[src/rtl/wind_sequencer_if.sv]
// Control and status bundle of the runway wind sequencer: run controls in, pattern and debug state out.
interface wind_sequencer_if #(
  parameter int N_LIGHTS  = 3,
  parameter int DIV_WIDTH = 25
);
  logic                 enable;
  logic [1:0]           mode;
  logic [1:0]           speed;
  logic [N_LIGHTS-1:0]  lights;
  logic                 tick;
  logic                 heartbeat;
  logic [DIV_WIDTH-1:0] count;
  logic [1:0]           stored_mode;

  // enable/mode/speed are level controls sampled every clk; no valid/ready handshake applies.
  modport master (
    output enable, mode, speed,
    input  lights, tick, heartbeat, count, stored_mode
  );

  modport slave (
    input  enable, mode, speed,
    output lights, tick, heartbeat, count, stored_mode
  );
endinterface

[src/rtl/wind_sequencer.sv]
// Runway light sequencer: a prescaler sets the step rate and each tick advances the pattern of the selected mode.
module wind_sequencer #(
    parameter int N_LIGHTS  = 3,
    parameter int DIV_WIDTH = 25
) (
    input logic            clk,
    input logic            reset,
    wind_sequencer_if.slave bus
);

    typedef enum logic [1:0] {
        MODE_CALM  = 2'b00,
        MODE_R2L   = 2'b01,
        MODE_L2R   = 2'b10,
        MODE_FLASH = 2'b11
    } mode_t;

    function automatic logic [N_LIGHTS-1:0] even_mask();
        logic [N_LIGHTS-1:0] m;
        m = '0;
        for (int i = 0; i < N_LIGHTS; i += 2) m[i] = 1'b1;
        return m;
    endfunction

    localparam logic [N_LIGHTS-1:0] EVEN  = even_mask();
    localparam logic [N_LIGHTS-1:0] ODD   = ~EVEN;
    localparam logic [N_LIGHTS-1:0] ONES  = '1;
    localparam logic [N_LIGHTS-1:0] RIGHT = {{(N_LIGHTS-1){1'b0}}, 1'b1};
    localparam logic [N_LIGHTS-1:0] LEFT  = {1'b1, {(N_LIGHTS-1){1'b0}}};

    logic [DIV_WIDTH-1:0] count;
    logic [DIV_WIDTH-1:0] tap_mask;
    logic [N_LIGHTS-1:0]  lights;
    logic [N_LIGHTS-1:0]  start_pattern;
    logic [N_LIGHTS-1:0]  next_lights;
    logic                 heartbeat;
    logic                 tick;
    mode_t                stored_mode;
    mode_t                mode_in;

    assign mode_in = mode_t'(bus.mode);

    // Shifting the all-ones mask right by speed gives a tap width of DIV_WIDTH - speed.
    assign tap_mask = {DIV_WIDTH{1'b1}} >> bus.speed;
    assign tick     = bus.enable && ((count & tap_mask) == tap_mask);

    always_comb begin
        start_pattern = EVEN;
        case (mode_in)
            MODE_CALM:  start_pattern = EVEN;
            MODE_R2L:   start_pattern = RIGHT;
            MODE_L2R:   start_pattern = LEFT;
            MODE_FLASH: start_pattern = ONES;
            default:    start_pattern = EVEN;
        endcase
    end

    // A mode change or an empty pattern restarts; flash-all's dark phase with an unchanged mode
    // lands on the same all-ones value as a restart, so no special case is needed.
    always_comb begin
        next_lights = lights;
        if ((mode_in != stored_mode) || (lights == '0)) begin
            next_lights = start_pattern;
        end else begin
            case (mode_in)
                MODE_CALM:  next_lights = (lights == EVEN) ? ODD : EVEN;
                MODE_R2L:   next_lights = {lights[N_LIGHTS-2:0], lights[N_LIGHTS-1]};
                MODE_L2R:   next_lights = {lights[0], lights[N_LIGHTS-1:1]};
                MODE_FLASH: next_lights = (lights == ONES) ? '0 : ONES;
                default:    next_lights = start_pattern;
            endcase
        end
    end

    always_ff @(posedge clk or negedge reset) begin
        if (!reset) begin
            count       <= '0;
            lights      <= '0;
            heartbeat   <= 1'b0;
            stored_mode <= MODE_CALM;
        end else begin
            if (bus.enable) count <= count + 1'b1;
            if (tick) begin
                lights      <= next_lights;
                heartbeat   <= ~heartbeat;
                stored_mode <= mode_in;
            end
        end
    end

    assign bus.lights      = lights;
    assign bus.tick        = tick;
    assign bus.heartbeat   = heartbeat;
    assign bus.count       = count;
    assign bus.stored_mode = stored_mode;

endmodule

[src/flat_wrapper.sv]
// flat-port wrapper written by rule: the top's interface ports become plain ports
module wind_sequencer_flat 
#(
    parameter int N_LIGHTS  = 3,
    parameter int DIV_WIDTH = 25
)
  (clk, reset, bus_enable, bus_mode, bus_speed, bus_lights, bus_tick, bus_heartbeat, bus_count, bus_stored_mode);
  wind_sequencer_if #(.N_LIGHTS(N_LIGHTS), .DIV_WIDTH(DIV_WIDTH)) bus_i ();
  input logic clk;
  input logic reset;
  input wire logic [$bits(bus_i.enable)-1:0] bus_enable;
  input wire logic [$bits(bus_i.mode)-1:0] bus_mode;
  input wire logic [$bits(bus_i.speed)-1:0] bus_speed;
  output wire logic [$bits(bus_i.lights)-1:0] bus_lights;
  output wire logic [$bits(bus_i.tick)-1:0] bus_tick;
  output wire logic [$bits(bus_i.heartbeat)-1:0] bus_heartbeat;
  output wire logic [$bits(bus_i.count)-1:0] bus_count;
  output wire logic [$bits(bus_i.stored_mode)-1:0] bus_stored_mode;
  assign bus_i.enable = bus_enable;
  assign bus_i.mode = bus_mode;
  assign bus_i.speed = bus_speed;
  assign bus_lights = bus_i.lights;
  assign bus_tick = bus_i.tick;
  assign bus_heartbeat = bus_i.heartbeat;
  assign bus_count = bus_i.count;
  assign bus_stored_mode = bus_i.stored_mode;
  wind_sequencer #(.N_LIGHTS(N_LIGHTS), .DIV_WIDTH(DIV_WIDTH)) u_core (.clk(clk), .reset(reset), .bus(bus_i));
endmodule
[config.mk]
export PLATFORM = sky130hd
export DESIGN_NAME = wind_sequencer_flat
export DESIGN_NICKNAME = d
export VERILOG_FILES = /design/src/rtl/wind_sequencer_if.sv /design/src/rtl/wind_sequencer.sv /design/src/flat_wrapper.sv
export SDC_FILE = /design/constraint.sdc
export NUM_CORES = 1
export LEC_CHECK = 0
export ABC_CLOCK_PERIOD_IN_PS = 2350
export BUFFER_PORTS_ARGS = -buffer_cell sky130_fd_sc_hd__clkbuf_2
export CORE_MARGIN = 3
export CORE_UTILIZATION = 30
export CTS_BUF_LIST = sky130_fd_sc_hd__clkbuf_8 sky130_fd_sc_hd__clkbuf_16
export DETAILED_ROUTE_END_ITERATION = 7
export SLEW_MARGIN = 20
export SYNTH_ARGS = -nofsm -noshare
export SYNTH_HDL_FRONTEND = slang
export SYNTH_SLANG_ARGS = --single-unit
[constraint.sdc]
create_clock -name clk -period 2.35 [get_ports clk]
set_clock_uncertainty 0.1 [all_clocks]
set_input_delay 0.1175 -clock clk [delete_from_list [all_inputs] [get_ports clk]]
set_output_delay 0.1175 -clock clk [all_outputs]
set_load 0.005 [all_outputs]
==> impl_metrics.env <==
export IMPL_clk_latency_ns=0.28
export IMPL_p_leak_nw=0.964
export IMPL_antenna_cells=0
export IMPL_maxSlewViolCount=0
export IMPL_fmax_mhz=479
export IMPL_worst_ir_drop_vdd_uv=467
export IMPL_die_h_um=78.3
export IMPL_relSlewSlack_pct=49.9
export IMPL_worst_hold_slack_ns=0.171
export IMPL_fin_cells=254
export IMPL_h_tree_depth=2
export IMPL_dp_cells=244
export IMPL_clockBufferDepth=2
export IMPL_critPathMaxStageDelay_ns=0.42
export IMPL_ys_seq_elements=31
export IMPL_grt_overflow_total=0
export IMPL_area_growth_syn_to_layout_pct=23.9
export IMPL_cap_violations=0
export IMPL_min_path_type="input pin to register"
export IMPL_syn_nets=149
export IMPL_outcome="complete, no violations"
export IMPL_critical_path_class="register to primary output"
export IMPL_post_cts_buffers=0
export IMPL_cp_end_kind="primary output"
export IMPL_post_drt_wl_per_cell_um=12.1
export IMPL_synth_edff_count=0
export IMPL_crit_path_start="u_core.bus.count[0]"
export IMPL_start_kind="register"
export IMPL_power_density_nw_per_um2=645
export IMPL_num_vias=1192
export IMPL_crit_chain="ha_1, nand3_2, nor4_4, nand3_1, nor2b_1, clkbuf_2"
export IMPL_grt_pass1_wl_um=5260
export IMPL_numCtsBuffers=5
export IMPL_cp_max_fo=4
export IMPL_rr_startpoint="u_core.bus.count[0]"
export IMPL_timing_final_crit_share_pct=88.8
export IMPL_place_hpwl_um=2220
export IMPL_routed_wl_um=3080
export IMPL_rsz0062_at_grt="no"
export IMPL_ant_nets=0
export IMPL_period_needed_ns=2.09
export IMPL_io_buffers=38
export IMPL_critPathTopFamily="simple AND/OR/NAND/NOR gates"
export IMPL_fp_dieW_um=78.3
export IMPL_drive_gt1_share_pct=33.7
export IMPL_synth_distinct_cells=35
export IMPL_drt_iter0_drc=18
export IMPL_dieArea_um2=6130
export IMPL_worst_slew_pin_slew_ns=0.752
export IMPL_synth_ff_type="dfrtp_1"
export IMPL_fin_nets=194
export IMPL_rows=25
export IMPL_clk_pin_slew_ns=0.06
export IMPL_crit_arrival_ns=1.87
export IMPL_ys_seq_area_share_pct=49.5
export IMPL_critPathRequiredTime_ns=2.13
export IMPL_synth_area_per_cell_um2=11.1
export IMPL_min_from="bus_mode[0]"
export IMPL_core_area_um2=4880
export IMPL_setup_viol=0
export IMPL_drc=0
export IMPL_final_hold_violation_count=0
export IMPL_grt_usage_pct=10.7
export IMPL_fin_setup_tns_ns=0
export IMPL_start_util_pct=32.1
export IMPL_cts_root_buf="clkbuf_8"
export IMPL_syn_area_um2=1570
export IMPL_clock_sinks=31
export IMPL_first_global_vias=1143
export IMPL_drt_first_pass_iters=2
export IMPL_routabilityCongestion=0.790
export IMPL_ios=39
export IMPL_antenna_found_initial=0
export IMPL_async_flop_share_pct=100
export IMPL_slowest_stage="nor4_4"
export IMPL_netlist_instances=141
export IMPL_layout_common_cells="clkbuf_2, dfrtp_1, xnor2_1"
export IMPL_viasPerCell=4.69
export IMPL_cts_tree="done"
export IMPL_worst_path_buf_inv=1
export IMPL_layout_commonest_cell="clkbuf_2"
export IMPL_grt_max_degree=32
export IMPL_yosysWarningCount=0
==> Yosys cell counts (2+ instances only) <==
cell      number  area [um^2]
nand3_1        4         20.0
clkbuf_1       3         11.3
and2_1         3         18.8
nand4_1       12         75.1
xnor2_1       19          166
nand2_1        9         33.8
o21ai_0        5         25.0
mux2_2         5         56.3
a21oi_1        2         10.0
nor2b_1        2         12.5
nor2_1         6         22.5
or3b_2         4         35.0
and3_1         2         12.5
a311oi_1       2         17.5
nand3_2        2         20.0
dfrtp_1       31          776
xor2_1         7         61.3
a31oi_1        2         12.5
inv_1          5         18.8
==> per-stage QoR <==
step / cell area, um^2 / power, mW / util [%] / worst slack (ns)
finish: 1940 / 1.25 / 39.8 / 0.263
global route: 1940 / 1.34 / 39.8 / 0.0656
CTS: 1940 / 1.28 / 39.8 / 0.209
detailed placement: 1840 / 0.883 / 37.7 / 0.468
global placement: 1840 / 0.881 / 37.7 / 0.496
floorplan: 1570 / 0.785 / - / 0.444
==> cell type report <==
class	instances	area [um^2]
Tap cell	67	83.8
Clock inverter	3	12.5
Timing Repair Buffer	42	225
Inverter	5	18.8
Fill cell	514	2940
Multi-Input combinational cell	101	758
Clock buffer	5	68.8
Sequential cell	31	776
==> metal layers <==
layer	vias to the layer above	global-route usage, %	part of all wire [%]
met1	570	14.3	47
met5	-	0	0
met3	4	3.78	6.1
met4	0	3.50	1.1
li1	589	-	-
met2	29	16.3	46
==> timing repair <==
item / CTS / global route
resized for setup: 0 / 0
hold buffers: 2 / 0
endpoints found under the hold margin: 32 / 0
==> state kept, by name (all words and copies together) (netlist names) <==
name / count
u_core.bus.lights: 3
u_core.bus.count: 25
u_core.bus.stored_mode: 2
u_core.bus.heartbeat: 1
==> kinds of logic (layout without fill, tap and decap cells) <==
logic type                 Yosys count  after routing  synth area share, %
xor gates and xnor gates            26             26                 14.5
adders and majority gates            1              1                0.798
buffers and inverters                9             55                 2.15
and+or+nand+nor                     54             54                 23.3
AOI/OAI and AO/OA                   14             14                 5.51
muxes                                6              6                 4.23
DFF                                 31             31                 49.5
==> tightest hold or removal path, cell delays in order <==
cell      delay, ns
clkbuf_2       0.17
inv_1          0.14
mux2i_1        0.08
==> final timing paths <==
check                                            end  slack (ns)  depth (start not counted)
setup / recovery                            bus_tick        0.26                          6
hold / removal             u_core.bus.stored_mode[0]        0.17                          3
setup reg to reg                u_core.bus.lights[2]        0.47                          5
hold reg to reg                 u_core.bus.heartbeat        0.38                          1
max in group asynchronous       u_core.bus.count[20]        1.33                          2
min in group asynchronous        u_core.bus.count[4]        0.35                          2
==> power by group <==
part | total [mW] | internal [mW] | switching, mW
clock network | 0.380 | 0.198 | 0.182
registers | 0.670 | 0.593 | 0.0763
logic | 0.203 | 0.105 | 0.0979
Note: power is estimated with default switching activity, not from simulation.
